[src/rtl/fsm_pc_control.sv]
// PC-select control with RUN/STALL/FLUSH sequencing: resolves step-4 branches and jumps,
// holds the PC on hazard stalls, squashes wrong-path younger stages and keeps event counters.
module fsm_pc_control #(
   parameter int OPCODE_W     = 6,
   parameter int FLUSH_CYCLES = 3,
   parameter int FCNT_W       = 2,
   parameter int ENABLE_BNE   = 1,
   parameter int CNT_W        = 8
) (
   input  logic                clk,
   input  logic                rst,
   input  logic                valid_step_4,
   input  logic [OPCODE_W-1:0] opcode_step_4,
   input  logic                is_alu_zero_step_4,
   input  logic                is_hazzard,
   output logic [1:0]          control_mux_for_PC,
   output logic                is_load_PC,
   output logic                flush,
   output logic [1:0]          state,
   output logic [CNT_W-1:0]    redirect_cnt,
   output logic [CNT_W-1:0]    stall_cnt
);

   typedef enum logic [1:0] {
      ST_RUN     = 2'b00,
      ST_STALL   = 2'b01,
      ST_FLUSH   = 2'b10,
      ST_ILLEGAL = 2'b11
   } state_t;

   localparam logic [OPCODE_W-1:0] OP_BEQ = OPCODE_W'(6'b000100);
   localparam logic [OPCODE_W-1:0] OP_BNE = OPCODE_W'(6'b000101);
   localparam logic [OPCODE_W-1:0] OP_J   = OPCODE_W'(6'b000010);

   localparam logic [1:0] MUX_PC4  = 2'b00;
   localparam logic [1:0] MUX_BR   = 2'b01;
   localparam logic [1:0] MUX_JMP  = 2'b10;
   localparam logic [1:0] MUX_HOLD = 2'b11;

   localparam bit BNE_ON      = (ENABLE_BNE == 1);
   localparam bit FLUSH_MULTI = (FLUSH_CYCLES > 1);
   // The redirect cycle itself is the first flush cycle, so the counter covers the rest.
   localparam logic [FCNT_W-1:0] FLUSH_LOAD = FLUSH_MULTI ? FCNT_W'(FLUSH_CYCLES - 2) : '0;
   localparam logic [CNT_W-1:0]  CNT_MAX    = {CNT_W{1'b1}};

   state_t             state_r;
   logic [FCNT_W-1:0]  fcnt_r;
   logic [CNT_W-1:0]   redirect_cnt_r;
   logic [CNT_W-1:0]   stall_cnt_r;
   logic [1:0]         redir_sel_s;
   logic [1:0]         mux_s;
   logic               load_s;
   logic               flush_s;

   function automatic logic [1:0] redirect_sel(
      input logic                valid,
      input logic [OPCODE_W-1:0] op,
      input logic                zero
   );
      logic [1:0] sel;
      sel = MUX_PC4;
      if (!valid) begin
         sel = MUX_PC4;
      end else if ((op == OP_BEQ) && zero) begin
         sel = MUX_BR;
      end else if (BNE_ON && (op == OP_BNE) && !zero) begin
         sel = MUX_BR;
      end else if (op == OP_J) begin
         sel = MUX_JMP;
      end else begin
         sel = MUX_PC4;
      end
      return sel;
   endfunction

   assign redir_sel_s = redirect_sel(valid_step_4, opcode_step_4, is_alu_zero_step_4);

   // Same-cycle PC mux, PC load enable and flush decode.
   always_comb begin
      mux_s   = MUX_PC4;
      load_s  = 1'b1;
      flush_s = 1'b0;
      if (rst) begin
         mux_s   = MUX_PC4;
         load_s  = 1'b0;
         flush_s = 1'b0;
      end else begin
         case (state_r)
            ST_FLUSH: begin
               mux_s   = MUX_PC4;
               load_s  = 1'b1;
               flush_s = 1'b1;
            end
            default: begin
               if (redir_sel_s != MUX_PC4) begin
                  mux_s   = redir_sel_s;
                  load_s  = 1'b1;
                  flush_s = 1'b1;
               end else if (is_hazzard) begin
                  mux_s   = MUX_HOLD;
                  load_s  = 1'b0;
                  flush_s = 1'b0;
               end else begin
                  mux_s   = MUX_PC4;
                  load_s  = 1'b1;
                  flush_s = 1'b0;
               end
            end
         endcase
      end
   end

   // State, flush down-counter and event counters.
   always_ff @(posedge clk) begin
      if (rst) begin
         state_r        <= ST_RUN;
         fcnt_r         <= '0;
         redirect_cnt_r <= '0;
         stall_cnt_r    <= '0;
      end else begin
         case (state_r)
            ST_RUN, ST_STALL: begin
               if (redir_sel_s != MUX_PC4) begin
                  redirect_cnt_r <= redirect_cnt_r + CNT_W'(1'b1);
                  if (FLUSH_MULTI) begin
                     state_r <= ST_FLUSH;
                     fcnt_r  <= FLUSH_LOAD;
                  end else begin
                     state_r <= ST_RUN;
                  end
               end else if (is_hazzard) begin
                  state_r <= ST_STALL;
                  if (stall_cnt_r != CNT_MAX) begin
                     stall_cnt_r <= stall_cnt_r + CNT_W'(1'b1);
                  end
               end else begin
                  state_r <= ST_RUN;
               end
            end
            ST_FLUSH: begin
               if (fcnt_r == '0) begin
                  state_r <= ST_RUN;
               end else begin
                  fcnt_r <= fcnt_r - FCNT_W'(1'b1);
               end
            end
            default: begin
               state_r <= ST_RUN;
               fcnt_r  <= '0;
            end
         endcase
      end
   end

   assign control_mux_for_PC = mux_s;
   assign is_load_PC         = load_s;
   assign flush              = flush_s;
   assign state              = state_r;
   assign redirect_cnt       = redirect_cnt_r;
   assign stall_cnt          = stall_cnt_r;

endmodule
[config.mk]
export PLATFORM = sky130hd
export DESIGN_NAME = fsm_pc_control
export DESIGN_NICKNAME = d
export VERILOG_FILES = /design/src/rtl/fsm_pc_control.sv
export SDC_FILE = /design/constraint.sdc
export NUM_CORES = 1
export LEC_CHECK = 0
export CAP_MARGIN = 40
export CORE_UTILIZATION = 45
export DETAILED_ROUTE_END_ITERATION = 10
export PLACE_DENSITY = 0.84
export SLEW_MARGIN = 20
export SYNTH_ARGS = -nofsm -noshare
export SYNTH_HDL_FRONTEND = slang
export SYNTH_SLANG_ARGS = --single-unit
export TNS_END_PERCENT = 100
[constraint.sdc]
create_clock -name clk -period 2.27 [get_ports clk]
set_input_delay 0.454 -clock clk [delete_from_list [all_inputs] [get_ports clk]]
set_output_delay 0.454 -clock clk [all_outputs]
set_load 0.02 [all_outputs]
==> flow_summary.yaml <==
logic_synthesis:
  ys_ff_latch: 20
  syn_nets: 138
  ys_types: 39
  synth_top_area_cell: "dfxtp_1"
  synthTopCellsByArea: "dfxtp_1 (38%), nor2_1 (6.7%), xor2_1 (4.1%)"
  synthCells: 124
  synth_top_cell_area_share_pct: 37.6
  synth_edf_count: 0
  async_flop_share_pct: 0
  ys_seq_area_share_pct: 37.6
  ys_warn_count: 0
  ys.flop_type: "dfxtp_1"
  avgSynthCellArea_um2: 8.59
  syn-cell-area_um2: 1060
sta:
  relSlewSlack_pct: 64.4
  post-route-min-period_ns: 2.25
  max_freq_ghz: 0.445
  finalCritPeriodShare_pct: 99.0
  clock_skew_ns: 0.00144
  drv_slew: 0
  rsz0062_at_grt: "yes"
  setup_viol: 0
  final_hold_viol_count: 0
  setup_ws_ns: 0.0218
  worstMarginPinSlew_ns: 0.530
global_route:
  antenna_found_initial: 0
  grt_overflow: 0
  track_usage_pct: 24.4
  grt_pass1_vias: 1024
  grt_max_degree: 13
  grt_pass1_wl_um: 4660
cts:
  clockBufferDepth: 2
  clock_latency_ns: 0.30
  numClockSinks: 20
  clk_pin_slew_ns: 0.12
  cts_root_buffer: "clkbuf_4"
  holdBufCountCts: 0
  h-tree-depth: 1
  cts_tree: "yes"
  cts_buffers: 3
die:
  start_util_pct: 48.1
  core_um2: 2210
  die_w_um: 50.6
  io_pins: 33
  die_h_um: 50.6
  die_area_um2: 2560
  rows: 17
critical_path:
  r2r_cells: 6
  crit_type: "in2out"
  startpoint_type: "input pin"
  reg2reg_to: "stall_cnt[7]$_SDFFE_PP0P_"
  cp.arrival_ns: 1.79
  endpoint_kind: "output pin"
  critPathMaxFanout: 2
  r2r_slack_ns: 0.46
  r2r_start: "stall_cnt[0]$_SDFFE_PP0P_"
  cp.required_ns: 1.82
  crit_path_end: "control_mux_for_PC[0]"
  critPathLaunch: "opcode_step_4[3]"
status:
  status: "complete, no violations"
drt:
  detail_route.wirelength_um: 2880
  firstDrtPassIters: 4
  wl_per_cell_um: 14.2
  postRouteAntennaNets: 0
  vias: 1075
  via_per_inst: 5.32
  initialDrtViolationCount: 26
  drc: 0
finish:
  final_cell_mix: "dfxtp_1 (20), clkdlybuf4s50_1 (20), nor2_1 (17), buf_4 (17), nand3_1 (7)"
  area_growth_syn_to_layout_pct: 51.1
  insertedDiodeCount: 0
  stdcell_count: 202
  layout-drive-gt1-share_pct: 24.7
  num-nets-final: 189
placed_design:
  place_ws_ns: -0.797
  place.gp.congestion: 0.793
  dpl.hpwl_um: 1930
  port_buffers: 32
  placed_cells: 195
power:
  powerDensity_nw_per_um2: 481
  peakVddDrop_v: 0.000459
  p_leak_nw: 0.657
run:
  drv_cap: 0
min_path:
  hold_path.class: "reg2reg"
[cell families after synthesis]
family | share of synthesized area, %
simple gates | 33.4
flops | 37.6
compound gates | 10.5
xor+xnor | 8.93
buf+inv | 3.17
mux | 2.94
fa+ha+maj | 3.53
[Yosys cell counts, types with 2 or more instances]
cell and n:
a21o_1 2, a21oi_1 6, and3_1 4, clkbuf_1 2, dfxtp_1 20, ha_1 3, inv_1 6, mux2i_1 2
nand2_1 6, nand2b_1 4, nand3_1 7, nand4_1 4, nor2_1 19, nor2b_1 2, nor4_1 4, o21ai_0 3
xnor2_1 4, xor2_1 5
[layer usage]
metal	vias to the layer above	global-route usage [%]	wire length (um)
li1	541	-	-
met5	-	0	0
met4	0	11.1	44
met1	495	28.3	1290
met3	8	4.24	99
met2	31	43.1	1450
[area by class of cell]
class | count | area (um^2)
well taps | 28 | 35.0
multi-input cells | 95 | 671
inverters | 6 | 22.5
fillers | 166 | 603
clock inverters | 1 | 30.0
clock buffers | 3 | 22.5
flip-flops and latches | 20 | 400
repair buffers | 49 | 428
[sequential cells by signal (all words and copies together), names as in the netlist]
register,count
redirect_cnt,8
state,2
stall_cnt,8
fcnt_r,2
[metrics by stage]
step	cell area (um^2)	hold slack, ns	power [mW]	setup TNS [ns]	util [%]
2_1_floorplan	1080	0.553	0.420	-0.107	-
3_3_place_gp	1530	0.492	0.474	-3.73	69.0
3_5_place_dp	1530	0.499	0.476	-4.35	69.0
4_1_cts	1590	0.519	0.769	0	71.9
5_1_grt	1610	0.550	0.801	-0.0262	72.7
6_report	1610	0.519	0.774	0	72.7
[worst min-delay path by stage]
stage | startpoint | to | slack [ns] | depth (start not counted)
floorplan | fcnt_r[0]$_SDFFE_PP0P_ | fcnt_r[0]$_SDFFE_PP0P_ | 0.55 | 4
detailed placement | stall_cnt[7]$_SDFFE_PP0P_ | stall_cnt[7]$_SDFFE_PP0P_ | 0.50 | 2
global placement | stall_cnt[7]$_SDFFE_PP0P_ | stall_cnt[7]$_SDFFE_PP0P_ | 0.49 | 2
CTS | stall_cnt[7]$_SDFFE_PP0P_ | stall_cnt[7]$_SDFFE_PP0P_ | 0.52 | 2
global route | stall_cnt[7]$_SDFFE_PP0P_ | stall_cnt[7]$_SDFFE_PP0P_ | 0.55 | 2
finish | stall_cnt[7]$_SDFFE_PP0P_ | stall_cnt[7]$_SDFFE_PP0P_ | 0.52 | 2
[worst max-delay path, cell delays in order]
cell    delay, ns
buf_6        0.09
or4b_4       0.56
nor3_4       0.20
nor2_2       0.05
nor4_2       0.25
buf_4        0.18
[power breakdown]
part,leakage (nW),switching [mW],total (mW),internal [mW]
Sequential,0.162,0.00677,0.363,0.357
Combinational,0.467,0.0557,0.113,0.0571
Clock,0.0279,0.119,0.297,0.178
Total,0.657,0.181,0.774,0.592
[repair_timing]
action                     CTS  global route
setup endpoints to repair    4             2
buffers inserted             2             1
pin swaps                    8             3
hold endpoints to repair     0             0
gates resized for setup     41             8
Power figures use the tool's default switching activity.
